## config.mk

```make
export PLATFORM = sky130hd
export DESIGN_NAME = mul_seq_ctrl
export DESIGN_NICKNAME = d
export VERILOG_FILES = /design/src/rtl/mul_seq_pkg.sv /design/src/rtl/bit16_Adder.sv /design/src/rtl/mul_seq_ctrl.sv
export SDC_FILE = /design/constraint.sdc
export NUM_CORES = 1
export LEC_CHECK = 0
export CELL_PAD_IN_SITES_DETAIL_PLACEMENT = 0
export CELL_PAD_IN_SITES_GLOBAL_PLACEMENT = 1
export CORE_MARGIN = 10
export CORE_UTILIZATION = 35
export CTS_BUF_LIST = sky130_fd_sc_hd__clkbuf_4 sky130_fd_sc_hd__clkbuf_8 sky130_fd_sc_hd__clkbuf_16
export DETAILED_ROUTE_END_ITERATION = 12
export PLACE_DENSITY_LB_ADDON = 0.3
export RECOVER_POWER = 100
export REMOVE_ABC_BUFFERS = 1
export SETUP_SLACK_MARGIN = 0.5
export SLEW_MARGIN = 20
export SYNTH_ARGS = -nofsm -noshare
export SYNTH_HDL_FRONTEND = slang
export SYNTH_SLANG_ARGS = --single-unit
```

## constraint.sdc

```tcl
create_clock -name clk -period 5.8 [get_ports clk]
set_input_delay 0.87 -clock clk [delete_from_list [all_inputs] [get_ports clk]]
set_output_delay 0.87 -clock clk [all_outputs]
set_load 0.01 [all_outputs]
```

## src/rtl/mul_seq_pkg.sv

```systemverilog
// Shared types and constants for the sequential shift-and-add multiplier.
package mul_seq_pkg;

  localparam int unsigned MUL_N     = 16;
  localparam int unsigned MUL_CNT_W = $clog2(MUL_N);

  typedef enum logic [2:0] {
    ST_IDLE,
    ST_ABS_A,
    ST_ABS_B,
    ST_RUN,
    ST_NEG_LO,
    ST_NEG_HI,
    ST_DONE
  } mul_state_t;

endpackage

```

## src/rtl/bit16_Adder.sv

```systemverilog
// N-bit ripple adder with carry-out; the single arithmetic resource shared by the controller.
module bit16_Adder #(
  parameter int unsigned N = 16
) (
  input  logic [N-1:0] A,
  input  logic [N-1:0] B,
  output logic [N-1:0] S,
  output logic         Cout
);

  logic [N:0] w_sum;

  assign w_sum = {1'b0, A} + {1'b0, B};
  assign S     = w_sum[N-1:0];
  assign Cout  = w_sum[N];

endmodule

```

## src/rtl/mul_seq_ctrl.sv

```systemverilog
// Sequential N x N -> 2N multiplier: sign-magnitude conversion, N shift-add steps and
// a two-step 2N-bit negate, all through one shared adder. Fixed latency in both modes.
module mul_seq_ctrl
  import mul_seq_pkg::*;
#(
  parameter int unsigned N = MUL_N
) (
  input  logic           clk,
  input  logic           rst_n,
  input  logic           in_valid,
  output logic           in_ready,
  input  logic [N-1:0]   a,
  input  logic [N-1:0]   b,
  input  logic           signed_mode,
  input  logic           abort,
  output logic           out_valid,
  input  logic           out_ready,
  output logic [2*N-1:0] product,
  output logic           busy
);

  localparam int unsigned     CNT_W    = (N > 1) ? $clog2(N) : 1;
  localparam logic [CNT_W-1:0] CNT_LAST = CNT_W'(N - 1);

  mul_state_t       r_state;
  mul_state_t       w_next;

  logic [N-1:0]     r_a;
  logic [N-1:0]     r_b;
  logic [N-1:0]     r_acc_hi;
  logic [N-1:0]     r_p_lo;
  logic [CNT_W-1:0] r_cnt;
  logic             r_sm;
  logic             r_neg;
  logic             r_c_lo;

  logic [N-1:0]     w_add_a;
  logic [N-1:0]     w_add_b;
  logic [N-1:0]     w_sum;
  logic             w_cout;

  bit16_Adder #(.N(N)) u_adder (
    .A    (w_add_a),
    .B    (w_add_b),
    .S    (w_sum),
    .Cout (w_cout)
  );

  always_ff @(posedge clk or negedge rst_n) begin
    if (!rst_n) r_state <= ST_IDLE;
    else        r_state <= w_next;
  end

  // Adder operands are muxed by state; negation is ~x + 1 through the shared adder.
  always_comb begin
    w_next  = r_state;
    w_add_a = '0;
    w_add_b = '0;
    unique case (r_state)
      ST_IDLE: begin
        if (in_valid) w_next = ST_ABS_A;
      end
      ST_ABS_A: begin
        w_add_a = ~r_a;
        w_add_b = N'(1);
        w_next  = abort ? ST_IDLE : ST_ABS_B;
      end
      ST_ABS_B: begin
        w_add_a = ~r_b;
        w_add_b = N'(1);
        w_next  = abort ? ST_IDLE : ST_RUN;
      end
      ST_RUN: begin
        w_add_a = r_acc_hi;
        w_add_b = r_p_lo[0] ? r_a : '0;
        if (abort)                 w_next = ST_IDLE;
        else if (r_cnt == CNT_LAST) w_next = ST_NEG_LO;
      end
      ST_NEG_LO: begin
        if (r_neg) begin
          w_add_a = ~r_p_lo;
          w_add_b = N'(1);
        end
        w_next = abort ? ST_IDLE : ST_NEG_HI;
      end
      ST_NEG_HI: begin
        if (r_neg) begin
          w_add_a = ~r_acc_hi;
          w_add_b = N'(r_c_lo);
        end
        w_next = abort ? ST_IDLE : ST_DONE;
      end
      ST_DONE: begin
        if (out_ready) w_next = ST_IDLE;
      end
      default: w_next = ST_IDLE;
    endcase
  end

  always_ff @(posedge clk or negedge rst_n) begin
    if (!rst_n) begin
      r_a      <= '0;
      r_b      <= '0;
      r_acc_hi <= '0;
      r_p_lo   <= '0;
      r_cnt    <= '0;
      r_sm     <= 1'b0;
      r_neg    <= 1'b0;
      r_c_lo   <= 1'b0;
    end else begin
      unique case (r_state)
        ST_IDLE: begin
          if (in_valid) begin
            r_a      <= a;
            r_b      <= b;
            r_sm     <= signed_mode;
            r_neg    <= signed_mode & (a[N-1] ^ b[N-1]);
            r_acc_hi <= '0;
            r_cnt    <= '0;
          end
        end
        ST_ABS_A: begin
          if (r_sm && r_a[N-1]) r_a <= w_sum;
        end
        ST_ABS_B: begin
          r_p_lo <= (r_sm && r_b[N-1]) ? w_sum : r_b;
        end
        ST_RUN: begin
          {r_acc_hi, r_p_lo} <= {w_cout, w_sum, r_p_lo[N-1:1]};
          r_cnt              <= r_cnt + CNT_W'(1);
        end
        ST_NEG_LO: begin
          if (r_neg) begin
            r_p_lo <= w_sum;
            r_c_lo <= w_cout;
          end
        end
        ST_NEG_HI: begin
          if (r_neg) r_acc_hi <= w_sum;
        end
        default: ;
      endcase
    end
  end

  assign in_ready  = (r_state == ST_IDLE);
  assign busy      = (r_state != ST_IDLE);
  assign out_valid = (r_state == ST_DONE);
  assign product   = {r_acc_hi, r_p_lo};

endmodule
```

==> results.md <==
- Fraction of layout cells with a size suffix above 1: 0.0619
- Post-DRT Antenna Nets: 0
- Hold Violations, Final: 0
- First-pass GRT wire length: 29.2 mm
- Initial antenna violation count: 0
- Post-CTS Resized: 0
- Setup TNS: 0 ns
- Total Nets Final: 746
- Max frequency: 200 MHz
- R2R cell count: 14
- CP endpoint: r_acc_hi[7]$_DFFE_PN0P_
- Clock Latency Late Sink: 0.35 ns
- Register area: 1850 sq um
- Detailed Routing Iterations Pass 1: 5
- Port-buffer cells: 72
- Power Dens Cells: 605 nW/um^2
- Ranking of synthesized cells by area: dfrtp_1 35%, a21oi_1 7.5%, nand2_1 7.0%
- Detailed placement HPWL: 12.8 mm
- Via count: 5,168
- Post-Layout Inst Area: 6210 sq um
- Multi-input gate area: 3040 sq um
- Worst slew margin: -1.75
- HP Class: register to register
- Die width: 142 um
- Library cells used by synthesis: 77
- GP Congestion: 0.850
- Die area: 20,300 sq um
- DRC viols: 0
- RSZ-0062 raised after global routing: no
- Cts hold-fix bufs: 0
- Layout area overhead: 18.6%
- Failing checks: capacitance limit, slew limit
- GR Util All Layers: 0.184
- Final worst slack: 0.801 ns
- Site row count: 44
- Finished Layout Cells: 879
- Post-synth EDFFs: 0
- Tcrit/Tclk final: 0.862
- Final Critical Period: 5.00 ns
- CTS root buffer: clkbuf_16
- Initial DRC count: 473
- Initial Util: 0.359
- Clk_skew: 0.00883 ns
- Synth cell count leaders: 97 x nand2_1, 78 x a21oi_1, 74 x dfrtp_1, 74 x nor2_1, 43 x o21ai_0
- Synthesized cell area: 5240 sq um
- Total CTS buffers: 9
- Share of the synthesized area in the top cell type: 0.353
- Setup crit end kind: register
- Critical path launch point: r_state[1]$_DFFE_PN0P_
- Arr. time, crit path: 5.27 ns
- Ports: 73
- CP max FO: 29
- Sequential-to-total area share from yosys stat: 0.353
- Power Total: 0.00376 W
- YS warnings: 0
- Startpoint types: register
- Crit path required time: 6.07 ns
- Routed length per instance: 21.4 um
- # Max-Cap Violations: 2
- Area leader, netlist: dfrtp_1
- Leak: 2.74 nW
- Via density: 5.88
- Number of fill cells in the layout: 1,491
- Core ar.: 14,600 sq um
- Grt ovf: 0
- Pins over their slew limit: 99
- Sink Count: 74
- Diode count: 0
- CTS clk-pin slew, worst paths: 0.06 ns
- Most common cell in the netlist: nand2_1
- Largest net degree at the start of global routing: 75
- DIE HEIGHT: 142 um
- Syn Area/Cell: 8.16 sq um
- Predominant post-synthesis flop cell: dfrtp_1
- WS Path Type: register to register
- DP Area: 6020 sq um
- Worst R2R Setup Slack: 0.80 ns
- Final setup fails: 0
- CTS tree: done
- Synth Register Bits: 74
- R2R Path Start: r_state[1]$_DFFE_PN0P_
- Setup slack at placement: 1.14 ns
- Final wirelength: 18.8 mm
- Placed cell count: 863
- Worst R2R End: r_acc_hi[7]$_DFFE_PN0P_
- Least-Margin Pin Slew: 4.13 ns
- Post-synthesis cell count: 642
- Vias in the first global route: 5,123
- Post-CTS Setup Inserts: 0
- Status: complete, but fails checks
- FFs w/ async S/R, synth: 1.00
- Worst IR drop on VDD: 0.263 mV
- H-tree depth: 3
- Max clock buf depth: 2
[worst min path at each step]
stage | start | endpoint | slack [ns] | cells after the start
after detailed placement | r_c_lo$_DFFE_PN0P_ | r_c_lo$_DFFE_PN0P_ | 0.49 | 2
after CTS | r_c_lo$_DFFE_PN0P_ | r_c_lo$_DFFE_PN0P_ | 0.51 | 2
after global placement | r_c_lo$_DFFE_PN0P_ | r_c_lo$_DFFE_PN0P_ | 0.49 | 2
after global routing | r_b[4]$_DFFE_PN0P_ | r_b[4]$_DFFE_PN0P_ | 0.54 | 2
final | r_c_lo$_DFFE_PN0P_ | r_c_lo$_DFFE_PN0P_ | 0.50 | 2
after floorplan | r_c_lo$_DFFE_PN0P_ | r_c_lo$_DFFE_PN0P_ | 0.45 | 2
[through the flow]
stage,hold WS [ns],util
after floorplan,0.450,-
after global placement,0.490,0.412
after detailed placement,0.490,0.412
after CTS,0.507,0.431
after global routing,0.542,0.426
final,0.504,0.426
[cell usage in the layout, fill, tap and decap left out, drive strengths merged, types with 7 or more instances in the layout]
| cell type | instances |
|---|---|
| and3 | 20 |
| a221oi | 8 |
| mux2i | 15 |
| clkbuf | 16 |
| clkdlybuf4s50 | 36 |
| o21ai | 56 |
| nand3 | 14 |
| dlygate4sd3 | 35 |
| nor2 | 77 |
| a211oi | 12 |
| dfrtp | 74 |
| xor2 | 7 |
| ha | 17 |
| a21oi | 82 |
| nand2 | 99 |
| inv | 21 |
| a31oi | 10 |
[state kept, by name, summed over array words and instances (netlist names)]
register  cells
r_acc_hi     16
r_cnt         4
r_state       3
r_p_lo       16
r_neg         1
r_sm          1
r_b          16
r_c_lo        1
r_a          16
[final cells by class]
type                    count  area share
multi-input cells         508       0.489
flip-flops and latches     74       0.298
repair buffers             76       0.119
clock buffers              13      0.0421
clock inverters             3     0.00242
well taps                 184      0.0371
inverters                  21      0.0127
[routing by layer]
layer	vias up	GRT usage	routed length, um
met3	26	0.0534	1580
met5	-	0	0
met2	221	0.294	8730
li1	2396	-	-
met1	2525	0.232	8160
met4	0	0.0607	353
[where the power goes]
group	leakage (nW)	switching, W	total [W]	internal (W)
combinational	1.68	0.00133	0.00214	0.000808
sequential	0.915	0.000325	0.00108	0.000752
clock	0.144	0.000228	0.000541	0.000314
[worst max-delay path, cell delays in order (launching register included)]
cell      delay [ns]
dfrtp_1         0.82
inv_1           0.37
nand3_1         0.31
nor2_2          0.87
a21oi_1         0.15
o21ai_0         0.12
ha_1            0.24
inv_1           0.07
fa_1            0.39
and2b_1         0.23
o211ai_1        0.19
a21o_1          0.23
a211oi_1        0.51
o2bb2a_1        0.28
o21ai_0         0.13
[cell families after synthesis]
family,after synthesis,synth area share
AND/OR/NAND/NOR,234,0.203
buffers and inverters,60,0.0542
adder cells (fa/ha/maj),18,0.0444
XOR/XNOR,12,0.0215
multiplexers,16,0.0308
AO/OA/AOI/OAI,228,0.292
flip-flops,74,0.353
Note: power is estimated with default switching activity, not from simulation.
